File: config.mk
export PLATFORM = sky130hd
export DESIGN_NAME = mmio_responder
export DESIGN_NICKNAME = d
export VERILOG_FILES = /design/src/rtl/mmio_responder_pkg.sv /design/src/rtl/mmio_timer.sv /design/src/rtl/mmio_responder.sv
export SDC_FILE = /design/constraint.sdc
export NUM_CORES = 1
export LEC_CHECK = 0
export ABC_CLOCK_PERIOD_IN_PS = 5100
export BUFFER_PORTS_ARGS = -buffer_cell sky130_fd_sc_hd__buf_2
export CAP_MARGIN = 20
export CORE_MARGIN = 2
export CORE_UTILIZATION = 55
export DETAILED_ROUTE_END_ITERATION = 10
export HOLD_SLACK_MARGIN = 0.06
export PLACE_DENSITY = 0.78
export SYNTH_ARGS = -nofsm -noshare
export SYNTH_HDL_FRONTEND = slang
export SYNTH_SLANG_ARGS = --single-unit
File: constraint.sdc
create_clock -name clk -period 5.1 [get_ports clk]
set_input_delay 1.02 -clock clk [delete_from_list [all_inputs] [get_ports clk]]
set_output_delay 1.02 -clock clk [all_outputs]
set_load 0.005 [all_outputs]
File: src/rtl/mmio_responder_pkg.sv
`default_nettype none
// ============================================================================
// Module  : mmio_responder_pkg
// Purpose : Shared types and constants for the MMIO responder block:
//           bus address/data types, register offset encoding, responder
//           FSM state encoding, control/status bit positions and the
//           window-decode helper.
// Ports   : none (package)
// Revision: 1.0 - initial release
// ============================================================================
package mmio_responder_pkg;

    typedef logic [15:0] addr_t;
    typedef logic [7:0]  data_t;

    // Register offsets within the 8-byte window (addr[2:0]).
    // Offsets 5..7 are unused and read as zero.
    typedef enum logic [2:0] {
        LED  = 3'd0,
        TLO  = 3'd1,
        THI  = 3'd2,
        CTRL = 3'd3,
        STAT = 3'd4
    } mmio_off_t;

    typedef enum logic [1:0] {
        IDLE   = 2'd0,
        WAIT   = 2'd1,
        ACCESS = 2'd2,
        DONE   = 2'd3
    } mmio_state_t;

    localparam int MMIO_CTRL_EN_BIT   = 0;
    localparam int MMIO_STAT_WRAP_BIT = 0;

    // Window decode: compares address bits [15:3] only.
    function automatic logic in_window(input addr_t a, input addr_t base);
        return a[15:3] == base[15:3];
    endfunction

endpackage
`default_nettype wire

File: src/rtl/mmio_timer.sv
`default_nettype none
// ============================================================================
// Module  : mmio_timer
// Purpose : Prescaled 16-bit up-counter. When enabled, the prescaler counts
//           0..PRESCALE-1 and the counter increments on its terminal count.
//           Byte loads from the bus take priority over the increment and
//           restart the prescaler.
// Ports   : clk        in  system clock
//           rst_n      in  synchronous active-low reset
//           en         in  count enable
//           lo_we      in  load count[7:0] from wdata
//           hi_we      in  load count[15:8] from wdata
//           wdata      in  load data
//           count      out current counter value
//           wrap_pulse out strobe: counter goes FFFF->0000 on this edge
// Revision: 1.0 - initial release
// ============================================================================
module mmio_timer
    import mmio_responder_pkg::*;
#(
    parameter logic [15:0] PRESCALE = 16'd1000
) (
    input  logic        clk,
    input  logic        rst_n,
    input  logic        en,
    input  logic        lo_we,
    input  logic        hi_we,
    input  data_t       wdata,
    output logic [15:0] count,
    output logic        wrap_pulse
);

    logic [15:0] presc;
    logic        terminal;
    logic        load;

    assign load     = lo_we | hi_we;
    assign terminal = (presc == PRESCALE - 16'd1);

    // A bus load on the same edge suppresses the increment, so no wrap either.
    assign wrap_pulse = en && terminal && !load && (count == 16'hFFFF);

    always_ff @(posedge clk) begin
        if (!rst_n) begin
            presc <= 16'd0;
            count <= 16'd0;
        end else if (load) begin
            presc <= 16'd0;
            if (lo_we) count[7:0]  <= wdata;
            if (hi_we) count[15:8] <= wdata;
        end else if (en) begin
            if (terminal) begin
                presc <= 16'd0;
                count <= count + 16'd1;
            end else begin
                presc <= presc + 16'd1;
            end
        end
    end

endmodule
`default_nettype wire

File: src/rtl/mmio_responder.sv
`default_nettype none
// ============================================================================
// Module  : mmio_responder
// Purpose : Bus responder for the CPU MMIO window (8 bytes at BASE_ADDR).
//           Answers byte accesses with a one-cycle ack, owns the LED
//           register, timer control, timer hi-byte read shadow and the
//           sticky wrap flag. The prescaled timer lives in mmio_timer.
// Config  : MMIO_WAIT_STATE_EN - when defined, one WAIT cycle is inserted
//           between IDLE and ACCESS (ack two cycles after the request edge).
// Ports   : clk    in  system clock
//           rst_n  in  synchronous active-low reset
//           req    in  access request, held with addr/mw/wdata until ack
//           mw     in  1 = write, 0 = read
//           addr   in  byte address
//           wdata  in  write data
//           hit    out addr decodes inside the window (combinational)
//           ack    out one-cycle completion pulse
//           rdata  out read data, valid with ack, zero otherwise
//           led    out LED register
// Revision: 1.0 - initial release
// ============================================================================
module mmio_responder
    import mmio_responder_pkg::*;
#(
    parameter addr_t       BASE_ADDR = 16'hD000,
    parameter logic [15:0] PRESCALE  = 16'd1000
) (
    input  logic  clk,
    input  logic  rst_n,
    input  logic  req,
    input  logic  mw,
    input  addr_t addr,
    input  data_t wdata,
    output logic  hit,
    output logic  ack,
    output data_t rdata,
    output data_t led
);

    mmio_state_t state;
    mmio_off_t   off;
    logic        ctrl_en;
    logic        wrap_flag;
    data_t       hi_shadow;
    data_t       rd_val;
    logic        start;
    logic        do_wr;
    logic        do_rd;
    logic        lo_we;
    logic        hi_we;
    logic [15:0] count;
    logic        wrap_pulse;

    assign hit = in_window(addr, BASE_ADDR);
    assign off = mmio_off_t'(addr[2:0]);

    // start marks the edge on which the register operation takes effect;
    // ack and rdata are registered on that same edge, so they appear in the
    // following (ACCESS) cycle.
`ifdef MMIO_WAIT_STATE_EN
    assign start = (state == WAIT);
`else
    assign start = (state == IDLE) && req && hit;
`endif

    assign do_wr = start && mw;
    assign do_rd = start && !mw;
    assign lo_we = do_wr && (off == TLO);
    assign hi_we = do_wr && (off == THI);

    always_comb begin
        rd_val = '0;
        case (off)
            LED:  rd_val = led;
            TLO:  rd_val = count[7:0];
            THI:  rd_val = hi_shadow;
            CTRL: rd_val[MMIO_CTRL_EN_BIT]   = ctrl_en;
            STAT: rd_val[MMIO_STAT_WRAP_BIT] = wrap_flag;
            default: rd_val = '0;
        endcase
    end

    mmio_timer #(
        .PRESCALE (PRESCALE)
    ) u_timer (
        .clk        (clk),
        .rst_n      (rst_n),
        .en         (ctrl_en),
        .lo_we      (lo_we),
        .hi_we      (hi_we),
        .wdata      (wdata),
        .count      (count),
        .wrap_pulse (wrap_pulse)
    );

    always_ff @(posedge clk) begin
        if (!rst_n) begin
            state     <= IDLE;
            ack       <= 1'b0;
            rdata     <= '0;
            led       <= '0;
            ctrl_en   <= 1'b0;
            wrap_flag <= 1'b0;
            hi_shadow <= '0;
        end else begin
            ack   <= start;
            rdata <= do_rd ? rd_val : '0;

            case (state)
                IDLE: begin
                    if (req && hit) begin
`ifdef MMIO_WAIT_STATE_EN
                        state <= WAIT;
`else
                        state <= ACCESS;
`endif
                    end
                end
                WAIT:    state <= ACCESS;
                ACCESS:  state <= DONE;
                // Hold here until the initiator drops req so a held
                // request is never acknowledged twice.
                DONE:    if (!req) state <= IDLE;
                default: state <= IDLE;
            endcase

            if (do_wr && (off == LED))  led     <= wdata;
            if (do_wr && (off == CTRL)) ctrl_en <= wdata[MMIO_CTRL_EN_BIT];

            // Shadow captures the same pre-increment count that TLO returns.
            if (do_rd && (off == TLO)) hi_shadow <= count[15:8];

            // A wrap on the same edge as a STAT read-clear leaves the flag set.
            if (wrap_pulse)
                wrap_flag <= 1'b1;
            else if (do_rd && (off == STAT))
                wrap_flag <= 1'b0;
        end
    end

endmodule
`default_nettype wire

## Word-level counts from Yosys, hierarchy flattened

Index checks and enable logic that the tools add are counted.

| storage, ports and cells | value |
|---|---|
| register bits | 61 |
| bits of input ports | 28 |

| operators by class | value |
|---|---|
| mux-type cells | 13 |
| reduce and logical (&&, ||, !) cells | 26 |
| add/sub/neg operators | 2 |
| bitwise operators | 2 |
| equal/unequal tests | 14 |

Operators by type and width:

| operator | number |
|---|---|
| $mux W16 | 4 |
| $add A16 B1 Y16 const B | 2 |
| $pmux W7 S3 | 1 |
| $eq A16 B10 Y1 const B | 1 |
| $eq A16 B16 Y1 const B | 1 |
| $mux W8 | 2 |
| $logic_and A1 B1 Y1 | 14 |
| $eq A13 B13 Y1 const B | 1 |
| $pmux W2 S4 | 1 |
| $eq A3 B2 Y1 const B | 2 |
| $ne A2 B1 Y1 const B | 3 |
| $reduce_and A3 Y1 | 2 |
| $reduce_bool A2 Y1 | 3 |
| $pmux W1 S5 | 1 |
| $eq A2 B2 Y1 const B | 2 |
| $mux W2 | 2 |
| $reduce_and A2 Y1 | 2 |
| $eq A3 B1 Y1 const B | 1 |
| $eq A3 B3 Y1 const B | 1 |
| $logic_not A3 Y1 | 1 |
| $eq A2 B1 Y1 const B | 1 |
| $logic_not A1 Y1 | 2 |
| $logic_not A2 Y1 | 1 |
| $mux W1 | 2 |
| 4 further kinds | 4 |

## Depth between registers and ports, before layout

| logic depth | value |
|---|---|
| word-level depth | 10 |
| mapped depth | 9 |

## Hierarchy

Synthesis repeated with hierarchy kept, for this count alone.

| second synthesis, totals | value |
|---|---|
| cells, all modules | 355 |
| area total of the unflattened synthesis | 3,055.4 µm² |

Modules (own cells, without submodules):

| module | area an instance (µm²) | cells an instance | times used |
|---|---|---|---|
| mmio_timer | 1,695.4 | 202 | 1 |
| mmio_responder | 1,360.1 | 153 | 1 |

## Worst setup path after synthesis

No wires, ideal clock.

| timing | value |
|---|---|
| path type | input port to flip-flop |
| from | in addr[9] |
| to | reg u_timer.count[5] |
| cell stages on the path | 9 |
| data arrival time | 2.795 ns |
| data required time | 4.985 ns |
| path slack | 2.191 ns |
| path through | nor4b_1 > and4_1 > clkbuf_1 > and4_1 > clkbuf_1 > clkbuf_1 > nor2_1 > o21a_1 > o21a_1 |

| on the way | value |
|---|---|
| cells in the longest elaborated chain, start to end | 7 |
| elaborated cells on any way between the ends | 11 |
| classes of those cells | eq/ne (2); mux (1); bitwise (1); reduce/logical (7) |

RTL lines:

| element | RTL line | text |
|---|---|---|
| from (decl) | mmio_responder.sv:32 | `input addr_t addr,` |
| $eq A13 B13 Y1 * | mmio_responder_pkg.sv:38 | `return a[15:3] == base[15:3];` |
| $logic_and A1 B1 Y1 * | mmio_responder.sv:63 | `assign start = (state == IDLE) && req && hit;` |
| $logic_and A1 B1 Y1 * | mmio_responder.sv:66 | `assign do_wr = start && mw;` |
| $logic_and A1 B1 Y1, on equally long branches | mmio_responder.sv:68, mmio_responder.sv:69 |  |
| $or A1 B1 Y1 | mmio_timer.sv:37 | `assign load = lo_we \| hi_we;` |
| $ne A2 B1 Y1 (no line) or $reduce_bool A2 Y1 (tied branches) | -- |  |
| $reduce_and A3 Y1 (no line) | -- |  |
| to (signal assigned) | mmio_timer.sv:49 | `if (lo_we) count[7:0] <= wdata;` |
| to (signal assigned) | mmio_timer.sv:54 | `count <= count + 16'd1;` |
| to (decl) | mmio_timer.sv:29 | `output logic [15:0] count,` |

Every way passes the cells marked *; elsewhere a longest branch is shown, timed or not.
A chain may end at the register's enable or synchronous reset.

## Worst setup path in the final report

| timing | value |
|---|---|
| from | in addr[9] |
| to | reg u_timer.presc[8] |

| on the way | value |
|---|---|
| cells in the longest elaborated chain, start to end | 6 |
| elaborated cells on any way between the ends | 7 |
| classes of those cells | eq/ne (1); bitwise (1); reduce/logical (5) |

RTL lines:

| element | RTL line | text |
|---|---|---|
| $eq A13 B13 Y1 * | mmio_responder_pkg.sv:38 |  |
| $logic_and A1 B1 Y1 * | mmio_responder.sv:63 |  |
| $logic_and A1 B1 Y1 * | mmio_responder.sv:66 |  |
| $logic_and A1 B1 Y1, on equally long branches | mmio_responder.sv:68, mmio_responder.sv:69 |  |
| $or A1 B1 Y1 * | mmio_timer.sv:37 |  |
| $reduce_or A2 Y1 (no line) * | -- |  |
| to (signal assigned) | mmio_timer.sv:56 | `presc <= presc + 16'd1;` |
| to (decl) | mmio_timer.sv:33 | `logic [15:0] presc;` |

Marked as above.

==> impl.org <==
** CTS
- Clock latency on the worst-skew pair, taken at its later pin, is 350 ps.
- Level count of the clock H-tree :: 3
- Clock tree synthesis selected as its root buffer the cell clkbuf_8.
- TritonCTS built the clock tree.
- After clock tree synthesis, the clock-pin slew on the worst setup and hold paths is 60 ps.
- In this run, post-CTS hold repair placed 0 buffers.
- Total clock sinks :: 61
- Post-cts gate resize count :: 0
- The longest clock path from root to sink contains 2 buffers.
- CTS Buf Count :: 9
- # Post-CTS Setup Buffers :: 0

** Die
- From left edge to right edge, the die measures 79.4 um.
- Core Box Area :: 5510 um2
- 46 I/O pins were placed.
- Number of cell rows :: 27
- For this configuration, the core starts out at a cell density of 0.567.
- The die is about 80 um tall.
- The die covers 6300 um2.

** Pwr
- Power Density :: 262 nW/um2
- Total power of the final layout :: 937 uW
- Summed over all cells, the static leakage comes to 0.00130 uW.
- Max IR drop VDD :: 0.000147 V

** Synthesis
- The synthesized design contains slightly above 60 register bits.
- In this run, synthesis inferred 0 flip-flops with an integrated enable.
- Synthesis produced a netlist whose cell count is 400.
- For this run, the number of Yosys warnings is 0.
- Count of different cell masters after synthesis :: 50
- After synthesis the cells add up to 3120 um2.
- Dividing the synthesized area by the synthesized cell count gives 7.81 um2.
- In the synthesized netlist the dominant register cell turns out to be dfxtp_1.
- For this run, the register share of the synthesized area comes to 0.391.
- Async S/R FF share, synth :: 0
- Syn_nets :: 430

** Hold path
- The tightest min-delay check is of the reg2reg type.

** Timing
- Setup violations, final :: 0
- Final hold viol count :: 0
- Max-slew violations :: 0
- Total Neg Setup Slack :: 0 ps
- At the pin with the least slew margin, the transition time is ~1000 ps.
- Setup repair after global routing left no endpoint under its margin.
- Skew final :: 7.05 ps
- Share of the clock period used by the worst path :: 0.643
- Upper clock frequency limit :: 0.305 GHz
- The worst pin sits at a relative slew slack of 0.314.
- After layout, the minimum clock period comes to 3280 ps.
- Worst-case setup margin in the final layout :: 1820 ps

** Critical path
- Kind of launch point of the worst setup path :: input pin
- Biggest fanout along the worst timing path :: 35
- STA classifies the critical path endpoint as a flop.
- At the worst endpoint, the required time is 5310 ps.
- Signal arrival time at the worst endpoint :: 3490 ps
- The setup path with the least slack is of type in2reg.

** Detailed routing
- Post-route DRC violation count :: 0
- Wires add up to 7900 um.
- Antenna-violating nets left :: 0
- Average wire length per cell after detail routing :: 15.3 um
- The routed layout has 3,054 vias.
- Total iterations of the first detailed-routing run :: 7
- In the routed layout, each cell is associated on average with a via count of 5.92.
- First DRT Iteration DRCs :: 268

** Global route
- The first global-routing pass estimated 12,900 um of wire.
- Overall overflow remaining after global route :: 0
- Maximum number of pins on one net before global-route repair :: 36
- The number of global-route vias before repair is 2,624.
- Overall Global Routing Usage :: 0.268
- Number of antenna violations at the first check in global routing :: 0

** Run status
- Outcome :: complete, no violations

** Cells and area
- Fraction of final layout cells sized beyond drive strength 1 :: 0.160
- Diodes inserted :: 0
- The area growth from synthesis to layout is 14.4%.
- The filler cells instantiated in the layout total 478.
- At the end of the flow the core is filled with cells to 0.649.
- After the last flow step, the layout net total stands at 469.

** Place
- Post-DP HPWL :: 5610 um
- Post-placement setup slack :: 1490 ps
- Global placer's final weighted congestion :: 0.903
- During placement, the flow inserted port buffers numbering between 40 and 50.

** Job
- Across the run, the number of max-cap violations was 0.
## Yosys cell counts, types with 3 or more instances
library cell | instances | share of area
and2_1 | 11 | 0.022
nor3b_1 | 5 | 0.012
nand2b_1 | 3 | 0.0060
xor2_1 | 10 | 0.028
nor2b_1 | 5 | 0.010
nand4_1 | 9 | 0.018
mux2i_1 | 10 | 0.032
nand4b_1 | 3 | 0.0084
or3_1 | 5 | 0.010
o21ai_0 | 24 | 0.038
dfxtp_1 | 61 | 0.39
and3_1 | 12 | 0.024
xnor2_1 | 6 | 0.017
a21oi_1 | 43 | 0.069
nor4_1 | 5 | 0.010
nand2_1 | 49 | 0.059
nor2_1 | 46 | 0.055
nor3_1 | 13 | 0.021
o21a_1 | 4 | 0.0096
clkbuf_1 | 15 | 0.018
nand3_1 | 22 | 0.035
nor4b_1 | 3 | 0.0084
## layout by cell type (no fill, tap or decap), types with 4 or more instances in the layout
cell | synthesis | final
o21a_1 | 4 | 4
clkbuf_8 | 0 | 13
nand2_1 | 49 | 49
xnor2_1 | 6 | 6
nor4_1 | 5 | 5
nor3b_1 | 5 | 5
o21ai_0 | 24 | 24
or3_1 | 5 | 5
dfxtp_1 | 61 | 61
nor3_1 | 13 | 13
and2_1 | 11 | 11
and3_1 | 12 | 12
nand3_1 | 22 | 22
mux2i_1 | 10 | 10
nor2_1 | 46 | 46
buf_2 | 1 | 45
a21oi_1 | 43 | 43
xor2_1 | 10 | 10
nor2b_1 | 5 | 5
nand4_1 | 9 | 9
## cell type report
class                           instances  area, um2  share of cell area
Multi-Input combinational cell        318       1820               0.510
Tap cell                               72       90.1              0.0252
Clock inverter                          3       17.5             0.00490
Inverter                                3       11.3             0.00315
Timing Repair Buffer                   46        233              0.0651
Sequential cell                        61       1220               0.342
Clock buffer                           13        179              0.0501
## worst max-delay path, cell delays in order
cell and delay (ps):
buf_2 100, nor4b_1 410, and4_1 390, and4_1 920, or3_1 540, nor2_1 110
## final timing paths
check                                       from               end  slack [ps]  cells past startpoint
worst min register to register      hi_shadow[7]      hi_shadow[7]         460                      2
worst min-delay path                hi_shadow[7]      hi_shadow[7]         460                      2
worst max-delay path                     addr[9]  u_timer.presc[8]        1820                      6
worst max register to register  u_timer.presc[4]  u_timer.count[7]        2330                      6
## per-layer routing
layer | up-vias | routed length (um) | GRT usage
met5 | - | 0 | 0
met4 | 0 | 118 | 0.0966
met3 | 9 | 567 | 0.0588
met2 | 121 | 3530 | 0.393
met1 | 1416 | 3690 | 0.385
li1 | 1508 | - | -
## sequential cells by signal, summed over array words and instances, names as in the netlist
register       cells
led                8
ack                1
rdata              8
ctrl_en            1
u_timer.count     16
u_timer.presc     16
wrap_flag          1
state              2
hi_shadow          8
## through the flow
step	hold WS [ps]	cell area (um2)	std cells
finish	456	3570	516
global route	489	3570	516
CTS	459	3570	516
detailed placement	452	3380	500
global placement	440	3380	500
floorplan	431	3120	400
## logic make-up after synthesis
kind of cell / Yosys count / synth area share
XOR/XNOR: 16 / 0.0449
AND/OR/NAND/NOR: 201 / 0.330
flip-flops: 61 / 0.391
adder cells (fa/ha/maj): 2 / 0.00801
buffers and inverters: 21 / 0.0256
AO/OA/AOI/OAI: 89 / 0.169
multiplexers: 10 / 0.0320
## power by group
group / switching [uW] / internal (uW) / total [uW] / leakage, uW
combinational: 24.9 / 12.9 / 37.8 / 0.000704
clock: 195 / 228 / 423 / 0.000101
sequential: 0.00327 / 476 / 476 / 0.000491
No activity file was read; power rests on OpenSTA's default activity.
